`src/rtl/ftsd_scan_ctl_pwm.sv`:
```
// Self-timed scan controller for a multiplexed 14-segment display: internal refresh timer,
// frame-coherent code shadow, anti-ghosting blanking and PWM brightness per digit slot.
module ftsd_scan_ctl_pwm #(
    parameter int NUM_DIGIT = 4,
    parameter int DATA_W    = 6,
    parameter int DWELL     = 1024,
    parameter int BLANK     = 64,
    parameter int CNT_W     = $clog2(DWELL + 1)
) (
    input  logic                          clk,
    input  logic                          rst,
    input  logic                          scan_en,
    input  logic [NUM_DIGIT*DATA_W-1:0]   in_bus,
    input  logic [NUM_DIGIT-1:0]          digit_en,
    input  logic [CNT_W-1:0]              brightness,
    output logic [NUM_DIGIT-1:0]          ftsd_ctl,
    output logic [DATA_W-1:0]             ftsd_in,
    output logic [$clog2(NUM_DIGIT)-1:0]  digit_idx,
    output logic                          frame_start
);

    localparam int IDX_W = $clog2(NUM_DIGIT);
    localparam logic [CNT_W-1:0] CNT_MAX = CNT_W'(DWELL - 1);
    localparam logic [CNT_W-1:0] BLANK_C = CNT_W'(BLANK);
    localparam logic [CNT_W-1:0] LIT_MAX = CNT_W'(DWELL - BLANK);
    localparam logic [IDX_W-1:0] IDX_MAX = IDX_W'(NUM_DIGIT - 1);

    logic                        run_q, run_d;
    logic [CNT_W-1:0]            cnt_q, cnt_d;
    logic [IDX_W-1:0]            idx_q, idx_d;
    logic [NUM_DIGIT*DATA_W-1:0] shadow_q, shadow_d;
    logic [NUM_DIGIT-1:0]        ctl_d;
    logic [DATA_W-1:0]           in_d;
    logic                        fs_d;
    logic [CNT_W-1:0]            bright_sat;
    logic                        lit;

    // run_q separates the parked (0,0) state from the first scanning cycle at (0,0).
    always_comb begin
        run_d    = run_q;
        cnt_d    = cnt_q;
        idx_d    = idx_q;
        shadow_d = shadow_q;
        if (!scan_en) begin
            run_d    = 1'b0;
            cnt_d    = '0;
            idx_d    = '0;
            shadow_d = in_bus;
        end else if (!run_q) begin
            run_d    = 1'b1;
            cnt_d    = '0;
            idx_d    = '0;
            shadow_d = in_bus;
        end else if (cnt_q == CNT_MAX) begin
            cnt_d = '0;
            if (idx_q == IDX_MAX) begin
                idx_d    = '0;
                shadow_d = in_bus;
            end else begin
                idx_d = idx_q + 1'b1;
            end
        end else begin
            cnt_d = cnt_q + 1'b1;
        end
    end

    // Outputs are decoded from next-state so they line up with the registered (idx, cnt).
    always_comb begin
        bright_sat = (brightness > LIT_MAX) ? LIT_MAX : brightness;
        lit = run_d && (cnt_d >= BLANK_C) && ((cnt_d - BLANK_C) < bright_sat) &&
              digit_en[idx_d];
        ctl_d = '1;
        in_d  = '0;
        for (int i = 0; i < NUM_DIGIT; i++) begin
            if (lit && (idx_d == IDX_W'(NUM_DIGIT - 1 - i))) begin
                ctl_d[i] = 1'b0;
            end
            if (run_d && (idx_d == IDX_W'(i))) begin
                in_d = shadow_d[i*DATA_W +: DATA_W];
            end
        end
        fs_d = run_d && (cnt_d == '0) && (idx_d == '0);
    end

    always_ff @(posedge clk or posedge rst) begin
        if (rst) begin
            run_q       <= 1'b0;
            cnt_q       <= '0;
            idx_q       <= '0;
            shadow_q    <= '0;
            ftsd_ctl    <= '1;
            ftsd_in     <= '0;
            digit_idx   <= '0;
            frame_start <= 1'b0;
        end else begin
            run_q       <= run_d;
            cnt_q       <= cnt_d;
            idx_q       <= idx_d;
            shadow_q    <= shadow_d;
            ftsd_ctl    <= ctl_d;
            ftsd_in     <= in_d;
            digit_idx   <= idx_d;
            frame_start <= fs_d;
        end
    end

endmodule

```
`config.mk`:
```
export PLATFORM = sky130hd
export DESIGN_NAME = ftsd_scan_ctl_pwm
export DESIGN_NICKNAME = d
export VERILOG_FILES = /design/src/rtl/ftsd_scan_ctl_pwm.sv
export SDC_FILE = /design/constraint.sdc
export NUM_CORES = 1
export LEC_CHECK = 0
export CELL_PAD_IN_SITES_DETAIL_PLACEMENT = 1
export CELL_PAD_IN_SITES_GLOBAL_PLACEMENT = 1
export CORE_MARGIN = 5
export CORE_UTILIZATION = 37
export CTS_CLUSTER_SIZE = 30
export DETAILED_ROUTE_END_ITERATION = 10
export GPL_TIMING_DRIVEN = 1
export MAX_ROUTING_LAYER = met4
export PLACE_DENSITY = 0.88
export SYNTH_ARGS = -nofsm -noshare
export SYNTH_HDL_FRONTEND = slang
export SYNTH_SLANG_ARGS = --single-unit
```
`constraint.sdc`:
```
create_clock -name clk -period 3.3 [get_ports clk]
set_clock_uncertainty 0.2 [all_clocks]
set_input_delay 0.66 -clock clk [delete_from_list [all_inputs] [get_ports clk]]
set_output_delay 0.66 -clock clk [all_outputs]
set_load 0.01 [all_outputs]
```
## After elaboration in Yosys (flattened, before gate mapping)

Index checks and enable logic that the tools add are counted.

| word-level totals | value |
|---|---|
| flip-flop bits (word level) | 49 |
| bits of input ports | 42 |
| output and inout port bits | 13 |
| logic and storage cells | 57 |

| cells by class | value |
|---|---|
| $add $sub $neg | 3 |
| $lt $le $gt $ge | 4 |
| equality and inequality tests | 5 |
| muxes and demuxes | 23 |
| reduce and logical (&&, ||, !) cells | 15 |

Operators with widths:

| operator | number |
|---|---|
| 24-bit two-way mux | 4 |
| 11-bit two-way mux | 4 |
| 6-bit two-way mux | 4 |
| 1-bit logical AND | 13 |
| 11-bit by 1-bit adder with 11-bit output (second input constant) | 1 |
| 11-bit by 10-bit equality test with 1-bit output (second input constant) | 1 |
| 11-bit by 7-bit >= comparator with 1-bit output (second input constant) | 1 |
| 11-bit by 10-bit > comparator with 1-bit output (second input constant) | 1 |
| 11-bit logical NOT | 1 |
| 11-bit < comparator | 1 |
| 11-bit by 7-bit subtractor with 11-bit output (second input constant) | 1 |
| 2-bit two-way mux | 4 |
| 2-bit equality test (second input constant) | 3 |
| 1-bit two-way mux | 6 |
| 2-bit by 3-bit < comparator with 1-bit output (second input constant) | 1 |
| 2-bit by 1-bit adder with 2-bit output (second input constant) | 1 |
| 1-bit binary-select mux with 2-bit select | 1 |
| 2-bit by 1-bit equality test with 1-bit output (second input constant) | 1 |
| 2-bit logical NOT | 1 |

## Depth between registers and ports, before layout

| depth | value |
|---|---|
| word-level depth | 11 |
| depth in mapped cells | 15 |
| depth with buffers taken out | 15 |

## Worst setup path after synthesis

Ideal clock, no wire load.

| path | value |
|---|---|
| kind | register -> register |
| start point | reg cnt_q[0] |
| end point | reg ftsd_ctl[0] |
| setup time | 0.097 ns |
| arrival time | 3.190 ns |
| required time | 3.003 ns |
| setup slack | -0.187 ns |
| cell stages (with the launch flop) | 15 |
| buffers on the path | 0 |
| period minus slack after synthesis | 3.487 ns |
| path through | dfrtp_1 -> ha_1 -> nand3_4 -> or3_1 -> a21oi_1 -> inv_1 -> ha_1 -> xor2_1 -> ha_1 -> a211oi_1 -> nor2_1 -> nor4b_1 -> o211ai_1 -> a41oi_2 -> nand4_1 |

| on the way | value |
|---|---|
| cells in the longest elaborated chain, start to end | 10 |
| elaborated cells between the ends (all ways) | 19 |
| classes of those cells | add/sub (2); order compare (2); eq/ne (2); mux (9); reduce/logical (4) |

Ends and longest elaborated chain:

| element | line | text |
|---|---|---|
| start, declared | 29 | `logic [CNT_W-1:0] cnt_q, cnt_d;` |
| start signal, assigned | 97 | `cnt_q <= cnt_d;` |
| 11-bit by 1-bit adder with 11-bit output or 11-bit by 10-bit equality test with 1-bit output (tied branches) | 63, 54 |  |
| 11-bit two-way mux * | 54 | `end else if (cnt_q == CNT_MAX) begin` |
| 11-bit two-way mux * | 49 | `end else if (!run_q) begin` |
| 11-bit two-way mux * | 44 | `if (!scan_en) begin` |
| named net cnt_d[6] | 29 |  |
| 11-bit by 7-bit subtractor with 11-bit output or 11-bit by 7-bit >= comparator with 1-bit output (tied branches) | 70 | `lit = run_d && (cnt_d >= BLANK_C) && ((cnt_d - BLANK_C) < bright_sat) &&` |
| 11-bit < comparator or 1-bit logical AND (tied branches) | 70 |  |
| 1-bit logical AND * (2 in a row) | 70 |  |
| 1-bit logical AND * | 75 | `if (lit && (idx_d == IDX_W'(NUM_DIGIT - 1 - i))) begin` |
| 1-bit two-way mux * | 75 |  |
| named net ctl_d[0] | 32 | `logic [NUM_DIGIT-1:0] ctl_d;` |
| end signal, assigned | 100 | `ftsd_ctl <= ctl_d;` |
| end, declared | 16 | `output logic [NUM_DIGIT-1:0] ftsd_ctl,` |

The timed path passes the listed nets; every way through them passes the cells marked *. The select of a mux whose other input is x is not followed.

## Final worst setup path

| path | value |
|---|---|
| start point | reg cnt_q[0] |
| end point | reg ftsd_ctl[2] |

Same word-level chain as after synthesis.

==> results.cfg <==
[run_status]
outcome = finished, violations left
violations = negative setup slack

[grt]
overflow = 0
grt_pass1_vias = 2495
grt_max_degree = 50
grtUsageMet3 = 0.0239
grt_pass1_wl_um = 13500
grt_usage = 0.205
gr-usage-met1 = 0.240
use_met2 = 0.348
grt_antenna_before_repair = 0
grt_most_used_layer = met2

[logic_synthesis]
synth.area.top_cells = dfrtp_1 (43%), ha_1 (7.1%), mux2_2 (6.8%)
synthAdderAreaFrac = 0.0712
synth_fp_nets = 271
synth_top_area_share = 0.427
yosys-top-cells-count = dfrtp_1 (45), mux2_2 (16), ha_1 (15)
netlist_instances = 214
syn_area_per_cell_um2 = 12.3
synth_top_cell_by_area = dfrtp_1
synth_flop_cell = dfrtp_1
async_flop_share = 1.00
ys_ff_latch = 49
syn_area_mm2 = 0.00264
synth_cell_types = 56
synth_top_family_by_area = multiplexers
synthMuxAreaShare = 0.144
yosysWarningCount = 0
synth_compound_area_frac = 0.120
synthXorXnorAreaFrac = 0.0232
yosysSeqAreaShare = 0.467
synth_edf_count = 0
synth-simple-area-share = 0.143
synth.most_common_cell = dfrtp_1

[sta]
hold_violations = 0
drv_slew = 0
layout_setup_ws_ns = -0.381
clock.fmax_mhz = 272
min_period_ns = 3.68
timing.hold.ws_ns = 0.301
rsz0062_at_grt = true
post-route-period-util = 1.12
worstMarginPinSlew_ns = 0.642
setup_viol = 4
slew_headroom = 0.572

[pwr]
p_leak_uw = 0.00158
power_density_mw_per_mm2 = 325
ir_drop_mv = 0.197

[worst_setup_path]
worstSetupPathType = reg -> reg
endpoint_kind = register
path_cells = ha_4 -> nand3_4 -> a2bb2o_4 -> a311oi_4 -> inv_2 -> ha_4 -> nor3b_4 -> xor2_1 -> ha_1 -> o21ai_1 -> nor2_1 -> nor4b_2 -> o211ai_1 -> a41oi_2 -> nand4b_1
max_stage_delay_ns = 0.44
cp_max_fo = 6
cp.required_ns = 3.32
start_kind = register
critical_path_arrival_ns = 3.70
critPathSlowestCell = dfrtp_1
cpMostUsedCell = ha_4

[clocking]
cts-buffers-inserted = 5
cts_hold_buf = 0
htree_num_levels = 2
cts_root_buf = clkbuf_8
cts.clk_slew.worst_paths_ns = 0.10
cts.sinks = 49
insertion_delay_ns = 0.31
cts_tree = done
cts_max_path_buffers = 2

[placement]
hpwlAfterDp_um = 5930
io_buffers = 54
place.gp.congestion = 0.888

[floorplan]
num_rows = 30
die_w_um = 94.4
die_y_um = 94.4
core_mm2 = 0.00687
start_util = 0.384
die_area_mm2 = 0.00892
ios = 55

[finish]
nets = 364
drive_gt1_frac = 0.357
syn_to_final_growth_pct = 41.8
fin_util = 0.545
diodes = 0

[flow_run]
maxCapViolCount = 0

[detailed_routing]
wirelength_um = 8860
post_drt_wl_per_cell_um = 21.9
drt_iter0_markers = 108
drc = 0
num_vias = 2205
drt_first_pass_iters = 5
antenna_left = 0
via_per_inst = 5.46

[worst_hold_path]
hp-class = reg -> reg
==> critical path: cells and delay by family (launching register included) <==
| kind | cells | cell delay [ns] |
|---|---|---|
| AO/OA/AOI/OAI | 5 | 1.16 |
| XOR/XNOR | 1 | 0.22 |
| adder cells (fa/ha/maj) | 3 | 0.66 |
| buffers and inverters | 1 | 0.10 |
| flip-flops | 1 | 0.44 |
| AND/OR/NAND/NOR | 5 | 0.82 |
==> final timing paths <==
kind / from / cells after the start / end / slack [ns]
worst min-delay path: shadow_q[6] / 1 / shadow_q[6] / 0.30
worst max register to register: cnt_q[0] / 15 / ftsd_ctl[2] / -0.38
min in group asynchronous: rst / 3 / cnt_q[7] / 0.62
worst max-delay path: cnt_q[0] / 15 / ftsd_ctl[2] / -0.38
worst min register to register: shadow_q[6] / 1 / shadow_q[6] / 0.30
max in group asynchronous: rst / 3 / idx_q[0] / 1.84
==> layout make-up <==
| type | count | area, um^2 |
|---|---|---|
| Fill cell | 702 | 3130 |
| Multi-Input combinational cell | 152 | 1440 |
| Sequential cell | 49 | 1230 |
| Timing Repair Buffer | 94 | 840 |
| Tap cell | 96 | 120 |
| Clock buffer | 5 | 68.8 |
| Clock inverter | 3 | 21.3 |
| Inverter | 5 | 18.8 |
==> placed cells by master, fill, tap and decap left out, types with 6 or more instances in the layout <==
master / n
a21oi_1: 10
mux2_2: 16
dfrtp_1: 45
nand2_1: 12
mux2i_1: 7
a221oi_1: 6
ha_1: 13
buf_4: 40
clkdlybuf4s50_1: 53
mux2_4: 7
nor2_1: 12
==> report_power, final <==
group          leakage [uW]  internal (uW)  switching (uW)  total (uW)
Sequential         0.000604            632            15.2         648
Clock             0.0000445            151             221         372
Combinational      0.000936            110            86.3         197
==> kinds of logic after synthesis <==
logic type,Yosys count
multiplexers,32
adder cells (fa/ha/maj),15
AO/OA/AOI/OAI,38
AND/OR/NAND/NOR,59
XOR/XNOR,7
buffers and inverters,13
flip-flops,49
other,1
==> state kept, by name, indices dropped and copies added (netlist names) <==
signal,flops
cnt_q,11
frame_start,1
idx_q,2
ftsd_in,6
shadow_q,24
ftsd_ctl,4
run_q,1
==> metal layers <==
metal  share of wire  routed length [um]
met1            0.40                3520
met2            0.54                4770
met3           0.035                 314
met4           0.028                 252
met5               0                   0
==> stage by stage <==
step	std cells	instance area [um^2]	power (uW)	worst slack (ns)	TNS (ns)
2_1_floorplan	214	2650	743	0.000678	0
3_3_place_gp	389	3500	833	-0.419	-1.64
3_5_place_dp	389	3500	844	-0.659	-2.60
4_1_cts	402	3650	1210	-0.333	-1.25
5_1_grt	404	3740	1270	-0.542	-2.02
6_report	404	3740	1220	-0.381	-1.50
==> timing repair <==
action | CTS | global route
gates resized for setup | 7 | 13
endpoints found under the setup margin | 4 | 4
buffers inserted | 5 | 3
pin swaps | 8 | 17
(Power assumes the default switching activity.)
